--- src/rtl/pixel_frame_sequencer.sv ---
// Frame buffer and valid/busy feeder for a single-pixel serial NeoPixel writer.
// Streams NUM_PIXELS RGB words in address order, then idles for the latch period.
module pixel_frame_sequencer #(
    parameter int NUM_PIXELS   = 8,
    parameter int ADDR_W       = 3,
    parameter int LATCH_CYCLES = 1200,
    parameter int BUSY_TIMEOUT = 255
) (
    input  logic              clk,
    input  logic              rst_n,
    input  logic              wr_en,
    input  logic [ADDR_W-1:0] wr_addr,
    input  logic [23:0]       wr_data,
    input  logic              start,
    output logic              frame_busy,
    output logic              done,
    output logic              err,
    output logic              pixel_valid,
    output logic [7:0]        pixel_r,
    output logic [7:0]        pixel_g,
    output logic [7:0]        pixel_b,
    input  logic              pixel_busy
);

    localparam int CNT_MAX = (LATCH_CYCLES > BUSY_TIMEOUT) ? LATCH_CYCLES
                                                           : BUSY_TIMEOUT;
    localparam int CNT_W = $clog2(CNT_MAX + 1);
    localparam int DEPTH = 1 << ADDR_W;

    localparam logic [ADDR_W:0]   NPIX     = (ADDR_W + 1)'(NUM_PIXELS);
    localparam logic [ADDR_W-1:0] LAST_IDX = ADDR_W'(NUM_PIXELS - 1);
    localparam logic [CNT_W-1:0]  TO_LAST  = CNT_W'(BUSY_TIMEOUT - 1);
    localparam logic [CNT_W-1:0]  LAT_LAST = CNT_W'(LATCH_CYCLES - 1);
    localparam logic [CNT_W-1:0]  CNT_ONE  = CNT_W'(1);

    typedef enum logic [2:0] {
        S_IDLE,
        S_LOAD,
        S_PRESENT,
        S_ACK_HI,
        S_ACK_LO,
        S_LATCH,
        S_DONE
    } state_t;

    state_t            state;
    state_t            state_nx;
    logic [ADDR_W-1:0] idx;
    logic [ADDR_W-1:0] idx_nx;
    logic [CNT_W-1:0]  cnt;
    logic [CNT_W-1:0]  cnt_nx;
    logic              err_nx;
    logic [23:0]       pix_q;
    logic [23:0]       mem [DEPTH];
    logic              wr_ok;

    assign wr_ok = wr_en && ({1'b0, wr_addr} < NPIX);

    // Buffer is deliberately not reset; read-before-write on a same-cycle hit.
    always_ff @(posedge clk) begin
        if (wr_ok) begin
            mem[wr_addr] <= wr_data;
        end
    end

    always_ff @(posedge clk or negedge rst_n) begin
        if (!rst_n) begin
            pix_q <= '0;
        end else if (state == S_LOAD) begin
            pix_q <= mem[idx];
        end
    end

    always_ff @(posedge clk or negedge rst_n) begin
        if (!rst_n) begin
            state <= S_IDLE;
            idx   <= '0;
            cnt   <= '0;
            err   <= 1'b0;
        end else begin
            state <= state_nx;
            idx   <= idx_nx;
            cnt   <= cnt_nx;
            err   <= err_nx;
        end
    end

    // cnt holds cycles elapsed since the idle/valid reference cycle,
    // so it is preloaded with 1 on the transition out of that cycle.
    always_comb begin
        state_nx = state;
        idx_nx   = idx;
        cnt_nx   = cnt;
        err_nx   = err;
        unique case (state)
            S_IDLE: begin
                if (start) begin
                    state_nx = S_LOAD;
                    idx_nx   = '0;
                    err_nx   = 1'b0;
                end
            end
            S_LOAD: begin
                state_nx = S_PRESENT;
            end
            S_PRESENT: begin
                state_nx = S_ACK_HI;
                cnt_nx   = CNT_ONE;
            end
            S_ACK_HI: begin
                if (pixel_busy) begin
                    state_nx = S_ACK_LO;
                end else if (cnt >= TO_LAST) begin
                    state_nx = S_LATCH;
                    err_nx   = 1'b1;
                    cnt_nx   = CNT_ONE;
                end else begin
                    cnt_nx = cnt + CNT_ONE;
                end
            end
            S_ACK_LO: begin
                if (!pixel_busy) begin
                    if (idx == LAST_IDX) begin
                        state_nx = S_LATCH;
                        cnt_nx   = CNT_ONE;
                    end else begin
                        state_nx = S_LOAD;
                        idx_nx   = idx + ADDR_W'(1);
                    end
                end
            end
            S_LATCH: begin
                if (cnt >= LAT_LAST) begin
                    state_nx = S_DONE;
                end else begin
                    cnt_nx = cnt + CNT_ONE;
                end
            end
            S_DONE: begin
                state_nx = S_IDLE;
            end
            default: begin
                state_nx = S_IDLE;
            end
        endcase
    end

    assign frame_busy  = (state != S_IDLE) && (state != S_DONE);
    assign done        = (state == S_DONE);
    assign pixel_valid = (state == S_PRESENT);
    assign pixel_r     = pix_q[23:16];
    assign pixel_g     = pix_q[15:8];
    assign pixel_b     = pix_q[7:0];

endmodule

--- config.mk ---
export PLATFORM = sky130hd
export DESIGN_NAME = pixel_frame_sequencer
export DESIGN_NICKNAME = d
export VERILOG_FILES = /design/src/rtl/pixel_frame_sequencer.sv
export SDC_FILE = /design/constraint.sdc
export NUM_CORES = 1
export LEC_CHECK = 0
export CORE_MARGIN = 1
export CORE_UTILIZATION = 40
export DETAILED_ROUTE_END_ITERATION = 8
export REMOVE_ABC_BUFFERS = 1
export SYNTH_ARGS = -nofsm -noshare
export SYNTH_HDL_FRONTEND = slang
export SYNTH_SLANG_ARGS = --single-unit
--- constraint.sdc ---
create_clock -name clk -period 4.1 [get_ports clk]
set_input_delay 0.82 -clock clk [delete_from_list [all_inputs] [get_ports clk]]
set_output_delay 0.82 -clock clk [all_outputs]
set_load 0.005 [all_outputs]
# Yosys cells after proc, flatten, opt, wreduce, memory -nomap -nowiden
# Memories as Yosys holds them, arrays and structs flattened. A register that Yosys moved wholly into a read port is not among the register bits.
# Index checks and enable logic that the tools add are counted.
# totals
mem_count,1
output_inout_bits,28
reg_bits,18
mem_bits_rw,192
word_cells,60
# mem_list
name,words,word_bits,read_ports,rd_ports_with_merged_regs,write_ports,line,text
mem,8,24,1,1,1,54,logic [23:0] mem [DEPTH];
# classes
order_cmp,2
add_sub_neg,2
n_mux,23
n_reduce_logical,11
eq_ne,17
# ops
operator,n
$mux 11,5
$pmux 11 s4,1
$mux 3,9
$pmux 3 s6,1
$ne 2x2->1 const B,8
$eq 3x3->1 const B,4
$reduce_and 4->1,3
$add 11x1->11 const B,1
$ge 11x11->1 const B,1
$ge 11x8->1 const B,1
$eq 3x2->1 const B,2
$ne 3x3->1 const B,2
$pmux 3 s2,1
$mux 1,5
$reduce_and 5->1,1
$reduce_bool 2->1,2
$reduce_bool 4->1,1
$add 3x1->3 const B,1
$eq 3x1->1 const B,1
$logic_not 3->1,1
$reduce_bool 3->1,1
$pmux 1 s2,1
$logic_and 1x1->1,1
$logic_not 1->1,1

# Longest topological paths before layout
# depth
word_depth,4
depth_mapped,7
depth_no_buf,7

# Worst setup path before layout
# OpenSTA, ideal clock, no wires.
# synth_timing
kind,input to register
start,input port wr_addr[1]
end,memory mem[0][0] (enable)
cell_stages,2
arrival_ns,2.669
t_required_ns,3.665
n_path_buf,0
setup_time_ns,0.435
slack_ns,0.996
cell_sequence,nand2b_1 > nor3_1
# synth_lines
item,line,text
"start, declared",12,"input logic [ADDR_W-1:0] wr_addr,"
"end, declared",54,
# No word-level cell before the write port.

# Worst setup path in the final report
# layout_timing
start,register state[2]
end,output port done
# layout_between
elab_chain_len,1
# layout_lines
item,line,text
"start, declared",46,state_t state;
"start signal, assigned",81,state <= state_nx;
$eq 3x3->1,149,assign done = (state == S_DONE);
"end, declared",16,"output logic done,"
# No other way between the ends.

==> summary.txt <==
Clock tree
  • Root buf cell: clkbuf_16
  • Number of buffers created by CTS: 25
  • CTS Sinks: 234
  • Setup repair bufs after CTS: 0
  • CTS clk-pin slew, worst paths: 0.06 ns
  • H-tree depth: 1
  • # resized after CTS: 0
  • Clock buffer depth: 3
  • Clock Latency Late Sink: 0.53 ns
  • # hold bufs at CTS: 0
  • CTS tree: yes

Global route
  • Global-route wire length before repair: 28.67 mm
  • Antenna violations before repair: 0
  • Vias in the first global route: 5,099
  • Grt total ovfl: 0
  • Total GRT Usage: 15.80%
  • Largest net degree at the start of global routing: 51

Synthesis
  • Synth Register Bits: 234
  • Cell variety after synth: 52
  • Avg Inst Size Synth: 18.40 um2
  • Mapped Area: 0.009271 mm2
  • Area leader, netlist: edfxtp_1
  • Synth warn: 0
  • Synth area leaders: edfxtp_1 (62%), mux4_2 (12%), dfrtp_1 (11%)
  • Post-synth top cells: edfxtp_1 (192), mux4_2 (48), nor2_1 (47)
  • Count leader, synth: edfxtp_1
  • Post-synth EDFFs: 192
  • Top-area cell type share of the netlist area: 62.19%
  • Register area share after synthesis: 73.52%
  • Synthesized instance count: 504
  • Ys flop type: edfxtp_1
  • Share of flip-flops with an asynchronous set or reset: 17.95%

Worst setup path
  • Worst reg2reg path depth: 6
  • Setup CP Type: register to primary output
  • Arrival @ worst endpoint: 2.10 ns
  • R2r endpoint: cnt[8]
  • R2R Setup Slk: 1.44 ns
  • CP Max Fanout: 11
  • Startpoint type of the worst setup path: register
  • Worst r2r src: idx[0]
  • WP data required: 3.28 ns
  • Endpoint class of the critical path: primary output

Placed design
  • Placed cells: 837
  • Routability cong.: 0.7779
  • Port Buf Inserts: 59
  • Dpl hpwl: 10.63 mm

STA
  • Final setup fails: 0
  • Endpoints failing hold: 0
  • Max_slew headroom: 35.88%
  • Worst Clk Skew: 0.01013 ns
  • Fin crit period: 2.919 ns
  • Hold WS: 0.3399 ns
  • Worst slew pin tran: 0.9618 ns
  • RSZ-0062 raised after global routing: false
  • Fmax: 342.6 MHz
  • Final Max Tran Viols: 0
  • Final period util: 71.19%
  • Setup TNS: 0 ns

Die
  • Width of the chip: 154.2 um
  • Die area: 0.02379 mm2
  • Initial Util: 40.83%
  • DIE HEIGHT: 154.2 um
  • Row cnt: 55
  • Core area: 0.02271 mm2
  • Io pins: 60

Routing
  • Final ANT Viol Nets: 0
  • DR vias/cell: 5.414
  • Initial DRC Count: 331
  • Top Metal Used: met4
  • Drc violations: 0
  • WL met1: 8.612 mm
  • Metal3 WL: 720 um
  • First-pass DRT Iterations: 6
  • Final wirelength: 18.11 mm
  • Via count: 4,775
  • WL/cell: 20.53 um
  • Routed wl met2: 8.541 mm

Pwr
  • Max IR drop VDD: 0.3107 mV
  • Power per cell area: 601.3 mW/mm2
  • Static leakage: 3.627 nW

Layout
  • Total Nets Final: 616
  • Ant. Diodes: 0
  • Layout overhead on the synthesized area: 18.83%
  • Fill cells: 1,929
  • Layout cells sized above 1: 20.27%
  • Sequential cell area: 0.006823 mm2
  • Area taken by multi-input logic gates: 0.002336 mm2
  • Post-Layout Cell Count: 882

Run status
  • Status: finished, final reports clean

Worst hold path
  • Hold/Removal Path Class: input pin to async pin

Flow run
  • Max cap viols: 0
==> metal layers <==
layer  GRT usage (%)  vias up
met5               0        -
met4           4.190        0
met3           2.718       21
met2           25.37       95
met1           22.41     2488
li1                -     2171
==> sequential cells by signal (all words and copies together) (netlist names) <==
register and cells:
mem 192, pix_q 24, cnt 11, idx 3, state 3, err 1
==> layout by cell type, fill, tap and decap left out, types with 3 or more instances in the layout <==
cell and n:
o21ai_0 5, buf_4 13, mux2i_1 25, nand3_1 8, nor3_1 3, ha_1 5, nor2_2 6, nand2_1 10
a221o_1 7, nand4_1 3, clkbuf_1 4, dfrtp_1 39, clkbuf_16 25, inv_1 6, a21oi_1 29, nor2_1 41
nand2b_1 3, edfxtp_1 192, clkinv_2 6, clkinv_1 3, and3_1 5, nor3b_1 4, a22oi_1 3, clkdlybuf4s50_1 58
mux4_2 48
==> worst max path at each step <==
stage | from | to | slack [ns] | cells past startpoint
detailed placement | pixel_busy | cnt[2] | 1.21 | 6
floorplan | idx[0] | cnt[6] | 0.33 | 6
global route | state[2] | done | 1.09 | 3
finish | state[2] | done | 1.18 | 3
CTS | state[2] | done | 1.18 | 3
global placement | pixel_busy | cnt[4] | 1.26 | 6
==> worst max-delay path, cell delays in order, from the launching register on <==
cell and delay [ns]:
dfrtp_1 0.57, inv_2 0.14, nor3b_1 0.31, clkdlybuf4s50_1 0.56
==> through the flow <==
stage | worst slack, ns | power, mW | util (%) | area (um2)
3_5_place_dp | 1.210 | 4.598 | 45.11 | 10240
5_1_grt | 1.091 | 6.971 | 48.51 | 11020
2_1_floorplan | 0.3259 | 3.982 | - | 9153
3_3_place_gp | 1.264 | 4.564 | 45.11 | 10240
4_1_cts | 1.177 | 6.720 | 48.51 | 11020
6_report | 1.181 | 6.624 | 48.51 | 11020
==> layout make-up <==
type	instances	area share (%)
clock buffers	31	6.065
clock inverters	14	0.9427
inverters	7	0.2385
multi-input cells	238	21.20
flip-flops and latches	234	61.93
well taps	285	3.237
repair buffers	73	6.383
==> report_power, final <==
part	leakage (nW)	switching, mW	internal [mW]
clock	0.379	0.888	1.22
sequential	2.24	0.192	2.80
combinational	1.01	0.721	0.803
total	3.63	1.80	4.82
==> cell families after synthesis <==
logic type                 after synthesis  share of synthesized area, %
xor gates and xnor gates                 1                       0.09448
buffers and inverters                   32                         1.565
and+or+nand+nor                         96                         5.034
AOI/OAI and AO/OA                       62                         4.629
adders and majority gates                5                        0.6748
DFF                                    234                         73.52
muxes                                   74                         14.48
No activity file was read; power rests on OpenSTA's default activity.
